<file path="src/rtl/rtc_bus_pkg.sv">
// Shared types and constants for the RTC bus sequencer.
// The package carries the bus-cycle state encoding, the default phase
// widths, and the sizing helpers used by the sequencer and its arbiter.
package rtc_bus_pkg;

  // Bus-cycle phases: address strobe, address hold, data strobe, recovery.
  typedef enum logic [2:0] {
    IDLE  = 3'd0,
    ADR   = 3'd1,
    AHOLD = 3'd2,
    DAT   = 3'd3,
    RCV   = 3'd4
  } rtc_state_e;

  localparam int RTC_T_PULSE_DEF = 4;
  localparam int RTC_T_GAP_DEF   = 2;

  // Width of the shared phase down-counter; it must hold max(T_PULSE, T_GAP)-1.
  function automatic int rtc_cnt_width(input int t_pulse, input int t_gap);
    int t_max;
    t_max = (t_pulse > t_gap) ? t_pulse : t_gap;
    return (t_max < 1) ? 1 : $clog2(t_max + 1);
  endfunction

  // Width of a requester index; at least one bit even for a single requester.
  function automatic int rtc_idx_width(input int n);
    return (n > 1) ? $clog2(n) : 1;
  endfunction

endpackage

</file>
<file path="src/rtl/rtc_bus_sequencer_if.sv">
// Requester-side handshake and RTC pin-side signals of the bus sequencer.
// The slave modport is the sequencer; the master modport is the
// surroundings (access engines plus the pad/tristate logic).
interface rtc_bus_sequencer_if #(
  parameter int NREQ = 3,
  parameter int DW   = 8
);

  logic [NREQ-1:0]    req;
  logic [NREQ-1:0]    we;
  logic [NREQ*DW-1:0] addr;
  logic [NREQ*DW-1:0] wdata;
  logic [NREQ-1:0]    done;
  logic [DW-1:0]      rdata;
  logic [NREQ-1:0]    grant;
  logic               busy;
  logic               cs;
  logic               rd;
  logic               wr;
  logic               ad;
  logic [DW-1:0]      bus_out;
  logic               bus_oe;
  logic [DW-1:0]      bus_in;

  modport slave (
    input  req, we, addr, wdata, bus_in,
    output done, rdata, grant, busy, cs, rd, wr, ad, bus_out, bus_oe
  );

  modport master (
    output req, we, addr, wdata, bus_in,
    input  done, rdata, grant, busy, cs, rd, wr, ad, bus_out, bus_oe
  );

endinterface

</file>
<file path="src/rtl/rtc_rr_arbiter.sv">
// Combinational requester arbiter for the RTC bus sequencer.
// Default build: round-robin, the search starts at ptr_i.
// With RTC_FIXED_PRIO_EN defined: fixed priority, lowest index wins and
// ptr_i is ignored.
module rtc_rr_arbiter
  import rtc_bus_pkg::*;
#(
  parameter int NREQ = 3,
  localparam int IW  = rtc_idx_width(NREQ)
) (
  input  logic [NREQ-1:0] req_i,
  input  logic [IW-1:0]   ptr_i,
  output logic [NREQ-1:0] gnt_o,
  output logic [IW-1:0]   idx_o,
  output logic            any_o
);

  logic [IW-1:0] cand;

`ifdef RTC_FIXED_PRIO_EN
  logic unused_ptr;
  assign unused_ptr = ^ptr_i;
`endif

  // Scan candidates in priority order and keep only the first asserted one.
  always_comb begin
    // NOTE: every combinational output gets a default before any branch so no latch is inferred.
    gnt_o = '0;
    idx_o = '0;
    any_o = 1'b0;
    cand  = '0;
    for (int i = 0; i < NREQ; i++) begin
`ifdef RTC_FIXED_PRIO_EN
      cand = IW'(i);
`else
      cand = (int'(ptr_i) + i >= NREQ) ? IW'(int'(ptr_i) + i - NREQ)
                                       : IW'(int'(ptr_i) + i);
`endif
      if (!any_o && req_i[cand]) begin
        any_o       = 1'b1;
        gnt_o[cand] = 1'b1;
        idx_o       = cand;
      end
    end
  end

endmodule

</file>
<file path="src/rtl/rtc_bus_sequencer.sv">
// Arbitrates the RTC access engines for the shared multiplexed AD bus and
// runs each granted transaction as one complete Intel-style bus cycle:
// ADR (cs/ad/wr low, address driven), AHOLD, DAT (wr or rd low), RCV.
// Every output is registered and is decoded from the next state.
// Build option RTC_FIXED_PRIO_EN selects fixed priority instead of
// round-robin; the pointer register only exists in the round-robin build.
module rtc_bus_sequencer
  import rtc_bus_pkg::*;
#(
  parameter int NREQ    = 3,
  parameter int DW      = 8,
  parameter int T_PULSE = RTC_T_PULSE_DEF,
  parameter int T_GAP   = RTC_T_GAP_DEF
) (
  input  logic clk,
  input  logic rst_n,
  rtc_bus_sequencer_if.slave bus
);

  localparam int CW = rtc_cnt_width(T_PULSE, T_GAP);
  localparam int IW = rtc_idx_width(NREQ);
  localparam logic [CW-1:0] PULSE_LD = CW'(T_PULSE - 1);
  localparam logic [CW-1:0] GAP_LD   = CW'(T_GAP - 1);

  rtc_state_e      state_q, state_d;
  logic [CW-1:0]   cnt_q, cnt_d;
  logic            we_q, we_d;
  logic [DW-1:0]   addr_q, addr_d;
  logic [DW-1:0]   wdata_q, wdata_d;
  logic [NREQ-1:0] grant_q, grant_d;
  logic [NREQ-1:0] done_q, done_d;
  logic [DW-1:0]   rdata_q, rdata_d;
  logic            busy_q, busy_d;
  logic            cs_q, cs_d, rd_q, rd_d, wr_q, wr_d, ad_q, ad_d;
  logic            oe_q, oe_d;
  logic [DW-1:0]   bout_q, bout_d;

  logic [NREQ-1:0] arb_gnt;
  logic [IW-1:0]   arb_idx;
  logic            arb_any;
  logic [IW-1:0]   arb_ptr;

  rtc_rr_arbiter #(.NREQ(NREQ)) u_arb (
    .req_i (bus.req),
    .ptr_i (arb_ptr),
    .gnt_o (arb_gnt),
    .idx_o (arb_idx),
    .any_o (arb_any)
  );

`ifdef RTC_FIXED_PRIO_EN
  assign arb_ptr = '0;
`else
  logic [IW-1:0] ptr_q, ptr_d;
  assign arb_ptr = ptr_q;

  // Round-robin pointer moves just past the winner whenever a grant is made.
  always_comb begin
    ptr_d = ptr_q;
    if (state_q == IDLE && arb_any) begin
      ptr_d = (int'(arb_idx) == NREQ - 1) ? '0 : arb_idx + 1'b1;
    end
  end

  // Pointer register.
  always_ff @(posedge clk) begin
    if (!rst_n) ptr_q <= '0;
    else        ptr_q <= ptr_d;
  end
`endif

  // Phase sequencing: one down-counter reloaded on every phase entry; the
  // winner's request fields are captured at grant and held to the end.
  always_comb begin
    state_d = state_q;
    cnt_d   = cnt_q;
    grant_d = grant_q;
    we_d    = we_q;
    addr_d  = addr_q;
    wdata_d = wdata_q;
    case (state_q)
      IDLE: begin
        cnt_d = '0;
        if (arb_any) begin
          state_d = ADR;
          cnt_d   = PULSE_LD;
          grant_d = arb_gnt;
          we_d    = bus.we[arb_idx];
          addr_d  = bus.addr[arb_idx*DW +: DW];
          wdata_d = bus.wdata[arb_idx*DW +: DW];
        end
      end
      ADR: begin
        if (cnt_q == '0) begin
          state_d = AHOLD;
          cnt_d   = GAP_LD;
        end else begin
          cnt_d = cnt_q - 1'b1;
        end
      end
      AHOLD: begin
        if (cnt_q == '0) begin
          state_d = DAT;
          cnt_d   = PULSE_LD;
        end else begin
          cnt_d = cnt_q - 1'b1;
        end
      end
      DAT: begin
        if (cnt_q == '0) begin
          state_d = RCV;
          cnt_d   = GAP_LD;
        end else begin
          cnt_d = cnt_q - 1'b1;
        end
      end
      RCV: begin
        if (cnt_q == '0) begin
          state_d = IDLE;
          grant_d = '0;
        end else begin
          cnt_d = cnt_q - 1'b1;
        end
      end
      default: begin
        state_d = IDLE;
        cnt_d   = '0;
        grant_d = '0;
      end
    endcase
  end

  // Output decode from the next state so every pin changes on the same edge
  // as the phase itself; rdata samples the bus at the end of a read DAT.
  always_comb begin
    cs_d    = 1'b1;
    rd_d    = 1'b1;
    wr_d    = 1'b1;
    ad_d    = 1'b1;
    oe_d    = 1'b0;
    bout_d  = '0;
    busy_d  = (state_d != IDLE);
    done_d  = (state_d == RCV && cnt_d == '0) ? grant_d : '0;
    rdata_d = (state_q == DAT && cnt_q == '0 && !we_q) ? bus.bus_in : rdata_q;
    case (state_d)
      ADR: begin
        cs_d   = 1'b0;
        ad_d   = 1'b0;
        wr_d   = 1'b0;
        oe_d   = 1'b1;
        bout_d = addr_d;
      end
      AHOLD: begin
        cs_d   = 1'b0;
        oe_d   = 1'b1;
        bout_d = addr_d;
      end
      DAT: begin
        cs_d = 1'b0;
        if (we_d) begin
          wr_d   = 1'b0;
          oe_d   = 1'b1;
          bout_d = wdata_d;
        end else begin
          rd_d = 1'b0;
        end
      end
      default: ;
    endcase
  end

  // State, captured request and registered pins; reset aborts any cycle.
  always_ff @(posedge clk) begin
    // NOTE: sequential state uses non-blocking assignments so all registers update from pre-edge values.
    if (!rst_n) begin
      state_q <= IDLE;
      cnt_q   <= '0;
      we_q    <= 1'b0;
      addr_q  <= '0;
      wdata_q <= '0;
      grant_q <= '0;
      done_q  <= '0;
      rdata_q <= '0;
      busy_q  <= 1'b0;
      cs_q    <= 1'b1;
      rd_q    <= 1'b1;
      wr_q    <= 1'b1;
      ad_q    <= 1'b1;
      oe_q    <= 1'b0;
      bout_q  <= '0;
    end else begin
      state_q <= state_d;
      cnt_q   <= cnt_d;
      we_q    <= we_d;
      addr_q  <= addr_d;
      wdata_q <= wdata_d;
      grant_q <= grant_d;
      done_q  <= done_d;
      rdata_q <= rdata_d;
      busy_q  <= busy_d;
      cs_q    <= cs_d;
      rd_q    <= rd_d;
      wr_q    <= wr_d;
      ad_q    <= ad_d;
      oe_q    <= oe_d;
      bout_q  <= bout_d;
    end
  end

  assign bus.grant   = grant_q;
  assign bus.done    = done_q;
  assign bus.rdata   = rdata_q;
  assign bus.busy    = busy_q;
  assign bus.cs      = cs_q;
  assign bus.rd      = rd_q;
  assign bus.wr      = wr_q;
  assign bus.ad      = ad_q;
  assign bus.bus_oe  = oe_q;
  assign bus.bus_out = bout_q;

endmodule

</file>
<file path="src/flat_wrapper.sv">
// flat-port wrapper written by rule: the top's interface ports become plain ports
module rtc_bus_sequencer_flat import rtc_bus_pkg::*;
#(
  parameter int NREQ    = 3,
  parameter int DW      = 8,
  parameter int T_PULSE = RTC_T_PULSE_DEF,
  parameter int T_GAP   = RTC_T_GAP_DEF
)
  (clk, rst_n, bus_req, bus_we, bus_addr, bus_wdata, bus_bus_in, bus_done, bus_rdata, bus_grant, bus_busy, bus_cs, bus_rd, bus_wr, bus_ad, bus_bus_out, bus_bus_oe);
  rtc_bus_sequencer_if #(.NREQ(NREQ), .DW(DW)) bus_i ();
  input  logic clk;
  input  logic rst_n;
  input wire logic [$bits(bus_i.req)-1:0] bus_req;
  input wire logic [$bits(bus_i.we)-1:0] bus_we;
  input wire logic [$bits(bus_i.addr)-1:0] bus_addr;
  input wire logic [$bits(bus_i.wdata)-1:0] bus_wdata;
  input wire logic [$bits(bus_i.bus_in)-1:0] bus_bus_in;
  output wire logic [$bits(bus_i.done)-1:0] bus_done;
  output wire logic [$bits(bus_i.rdata)-1:0] bus_rdata;
  output wire logic [$bits(bus_i.grant)-1:0] bus_grant;
  output wire logic [$bits(bus_i.busy)-1:0] bus_busy;
  output wire logic [$bits(bus_i.cs)-1:0] bus_cs;
  output wire logic [$bits(bus_i.rd)-1:0] bus_rd;
  output wire logic [$bits(bus_i.wr)-1:0] bus_wr;
  output wire logic [$bits(bus_i.ad)-1:0] bus_ad;
  output wire logic [$bits(bus_i.bus_out)-1:0] bus_bus_out;
  output wire logic [$bits(bus_i.bus_oe)-1:0] bus_bus_oe;
  assign bus_i.req = bus_req;
  assign bus_i.we = bus_we;
  assign bus_i.addr = bus_addr;
  assign bus_i.wdata = bus_wdata;
  assign bus_i.bus_in = bus_bus_in;
  assign bus_done = bus_i.done;
  assign bus_rdata = bus_i.rdata;
  assign bus_grant = bus_i.grant;
  assign bus_busy = bus_i.busy;
  assign bus_cs = bus_i.cs;
  assign bus_rd = bus_i.rd;
  assign bus_wr = bus_i.wr;
  assign bus_ad = bus_i.ad;
  assign bus_bus_out = bus_i.bus_out;
  assign bus_bus_oe = bus_i.bus_oe;
  rtc_bus_sequencer #(.NREQ(NREQ), .DW(DW), .T_PULSE(T_PULSE), .T_GAP(T_GAP)) u_core (.clk(clk), .rst_n(rst_n), .bus(bus_i));
endmodule
</file>
<file path="config.mk">
export PLATFORM = sky130hd
export DESIGN_NAME = rtc_bus_sequencer_flat
export DESIGN_NICKNAME = d
export VERILOG_FILES = /design/src/rtl/rtc_bus_pkg.sv /design/src/rtl/rtc_bus_sequencer_if.sv /design/src/rtl/rtc_rr_arbiter.sv /design/src/rtl/rtc_bus_sequencer.sv /design/src/flat_wrapper.sv
export SDC_FILE = /design/constraint.sdc
export NUM_CORES = 1
export LEC_CHECK = 0
export ABC_CLOCK_PERIOD_IN_PS = 2840
export BUFFER_PORTS_ARGS = -buffer_cell sky130_fd_sc_hd__buf_4
export CORE_MARGIN = 10
export CORE_UTILIZATION = 50
export DETAILED_ROUTE_END_ITERATION = 7
export GPL_TIMING_DRIVEN = 0
export MAX_ROUTING_LAYER = met4
export PLACE_DENSITY = 0.79
export SETUP_SLACK_MARGIN = 0.15
export SLEW_MARGIN = 20
export SYNTH_ARGS = -nofsm -noshare
export SYNTH_HDL_FRONTEND = slang
export SYNTH_SLANG_ARGS = --single-unit
</file>
<file path="constraint.sdc">
create_clock -name clk -period 2.84 [get_ports clk]
set_input_delay 0.568 -clock clk [delete_from_list [all_inputs] [get_ports clk]]
set_output_delay 0.568 -clock clk [all_outputs]
set_load 0.02 [all_outputs]
</file>
==> run summary <==
Outcome -> finished clean
Slew headroom -> 61.9%
Max Slew Vio Count -> 0
Global-route wire length before repair -> 12.8 mm
Resized Gates After CTS -> 0
First-pass DRT Iterations -> 5
Die W -> 94.0 um
Synth Net Count -> 383
RSZ-0062 raised after global routing -> no
Worst setup EP type -> flop
Pwr dens -> 1140 nW/um^2
Reg2reg start -> u_core.arb_ptr[0]
Tcrit/Tclk final -> 88.6%
Predominant post-synthesis flop cell -> dfxtp_1
Largest stage delay on the critical path -> 380 ps
Clock transition at path regs -> 100 ps
Final min period -> 2520 ps
Clk root buf -> clkbuf_8
Largest net degree at the start of global routing -> 19
GP Congestion -> 0.866
Max_cap viols -> 0
Io pins -> 92
Congestion Overflow GR -> 0
Worst skew pair latency -> 310 ps
Total Die Area -> 8830 sq um
Commonest non-fill, non-tap cells in the layout -> buf_4 (94), dfxtp_1 (53), nor2_1 (30), a31oi_1 (27), nand2_1 (22)
Min-delay worst type -> flop to flop
Vias in the first global route -> 2779
Clock skew -> 6.68 ps
Synth Instances -> 312
Detailed Route WL -> 7.97 mm
Hold Vio Cnt, Final -> 0
Least-Margin Pin Slew -> 571 ps
TritonCTS clock tree -> built
Share of layout cells above drive strength 1 -> 30.9%
Post-Syn Area -> 2740 sq um
Pre-CTS setup slack -> 393 ps
Async SR Flop Fraction -> 0%
CP Cell Sequence -> inv_1 > ha_1 > mux2i_1 > o21ai_1 > o2bb2ai_2 > buf_6 > a31oi_1 > o21a_1 > o31ai_1
Initial antenna violation count -> 0
Worst reg-to-reg path cell count -> 9
H-tree lvl count -> 2
Initial Utilization -> 52.6%
CP startpoint -> u_core.arb_ptr[0]
Sequential Power Share -> 26.5%
Hpwl dp -> 6.34 mm
YS warnings -> 0
Seq/Total Area, Yosys -> 38.8%
Crit Path Class -> flop to flop
DR vias/cell -> 5.61
Final setup vio count -> 0
GRT Resource Usage Total -> 17.9%
Worst hold stages -> 2
CTS Buf Count -> 5
Routed wire length per instance -> 16.6 um
Slowest cell on crit path -> dfxtp_1
Fmax -> 397 MHz
Cell variety after synth -> 55
Area Overhead vs Synth -> 31.6%
Max VDD drop -> 0.640 mV
Routed vias -> 2698
Routed Antenna Nets -> 0
P_int -> 2.22 mW
Mean area per synthesized cell -> 8.77 sq um
Port Buf Inserts -> 91
Hold Startpoint -> u_core.addr_q[7]
Drt drc -> 0
Core ar. -> 5200 sq um
CP Max Fanout -> 10
Diodes inserted -> 0
Final TNS setup -> 0 ps
Seq cells post-synth -> 53
Final nets -> 481
# hold bufs at CTS -> 0
Leakage -> 1.52 nW
Chip height -> 94.0 um
Final Hold Slack -> 466 ps
Row Count -> 26
Worst Setup Start Kind -> flop
Arr. time, crit path -> 2720 ps
Setup Buffers After CTS -> 0
Clock tree buffer depth -> 2
Clock sinks -> 53
Data required, critical path -> 3050 ps
P_sw -> 1.89 mW
Comb pwr share -> 62.7%
EDFF count, synth -> 0
Final setup margin -> 323 ps
Clk network pwr share -> 10.9%
DRT iter0 DRCs -> 155
Sw Share -> 46.0%
Most common cell after layout, fill and taps aside -> buf_4
kinds of logic after synthesis:
group	Yosys count	synth area share, %
fa+ha+maj	7	3.20
compound gates	95	24.2
simple gates	104	18.4
mux	22	8.87
xor+xnor	3	0.960
buf+inv	28	5.62
flops	53	38.8
per-layer routing:
metal,wire length (um),global-route usage (%)
met1,3620,21.7
met2,3700,29.8
met3,553,4.00
met4,97,3.54
met5,0,-
final cells by class:
class	instances	area [sq um]
well taps	70	87.6
clock buffers	5	68.8
clock inverters	3	25.0
inverters	7	26.3
repair buffers	91	683
multi-input cells	231	1520
plain buffers	21	128
fillers	431	1600
flip-flops and latches	53	1060
worst paths after layout:
path	to	slack, ps
hold reg to reg	u_core.addr_q[7]	470
setup reg to reg	u_core.bus.bus_out[5]	320
setup / recovery	u_core.bus.bus_out[5]	320
hold / removal	u_core.addr_q[7]	470
per-stage QoR:
step	instances	total power, mW	util (%)	instance area (sq um)
finish	481	4.11	69.2	3600
global route	481	4.43	69.2	3600
CTS	481	4.09	69.2	3600
detailed placement	473	3.65	67.4	3510
global placement	473	3.59	67.4	3510
floorplan	312	2.98	-	2740
registers in the layout, summed over array words and instances (netlist names), 2 cells and up:
register	cells
u_core.addr_q	8
u_core.bus.bus_out	8
u_core.bus.rdata	8
u_core.wdata_q	8
u_core.bus.done	3
u_core.bus.grant	3
u_core.cnt_q	3
u_core.state_q	3
u_core.arb_ptr	2
power by group through the flow:
| stage | sequential [mW] | clock, mW | combinational (mW) |
|---|---|---|---|
| after floorplan | 1.19 | 0 | 1.79 |
| after global placement | 1.10 | 0 | 2.49 |
| after detailed placement | 1.10 | 0 | 2.55 |
| after CTS | 1.09 | 0.449 | 2.56 |
| after global routing | 1.11 | 0.485 | 2.83 |
| final | 1.09 | 0.446 | 2.58 |
critical path: cells and delay by family (launching register included):
family,cells,cell delay (ps)
mux,1,330
compound gates,5,1060
flops,1,380
fa+ha+maj,1,330
buf+inv,2,290
Yosys cell counts (all sizes together) (3+ instances only):
master	count	area share (%)
buf	14	3.7
o211ai	5	1.6
a21oi	10	1.8
and3	4	0.91
nand3b	3	0.96
inv	6	0.82
nor2b	4	0.91
o21a	9	2.5
nor2	32	4.6
o31ai	7	1.9
o221ai	3	1.2
a31oi	27	6.2
or3	3	0.69
dfxtp	53	39
clkbuf	7	0.96
mux2i	20	7.9
nand2	23	3.2
ha	7	3.2
nand3	16	2.9
nand2b	4	0.91
a21o	3	0.82
o21ai	20	3.7
nor3	9	1.6
Power figures use the tool's default switching activity.
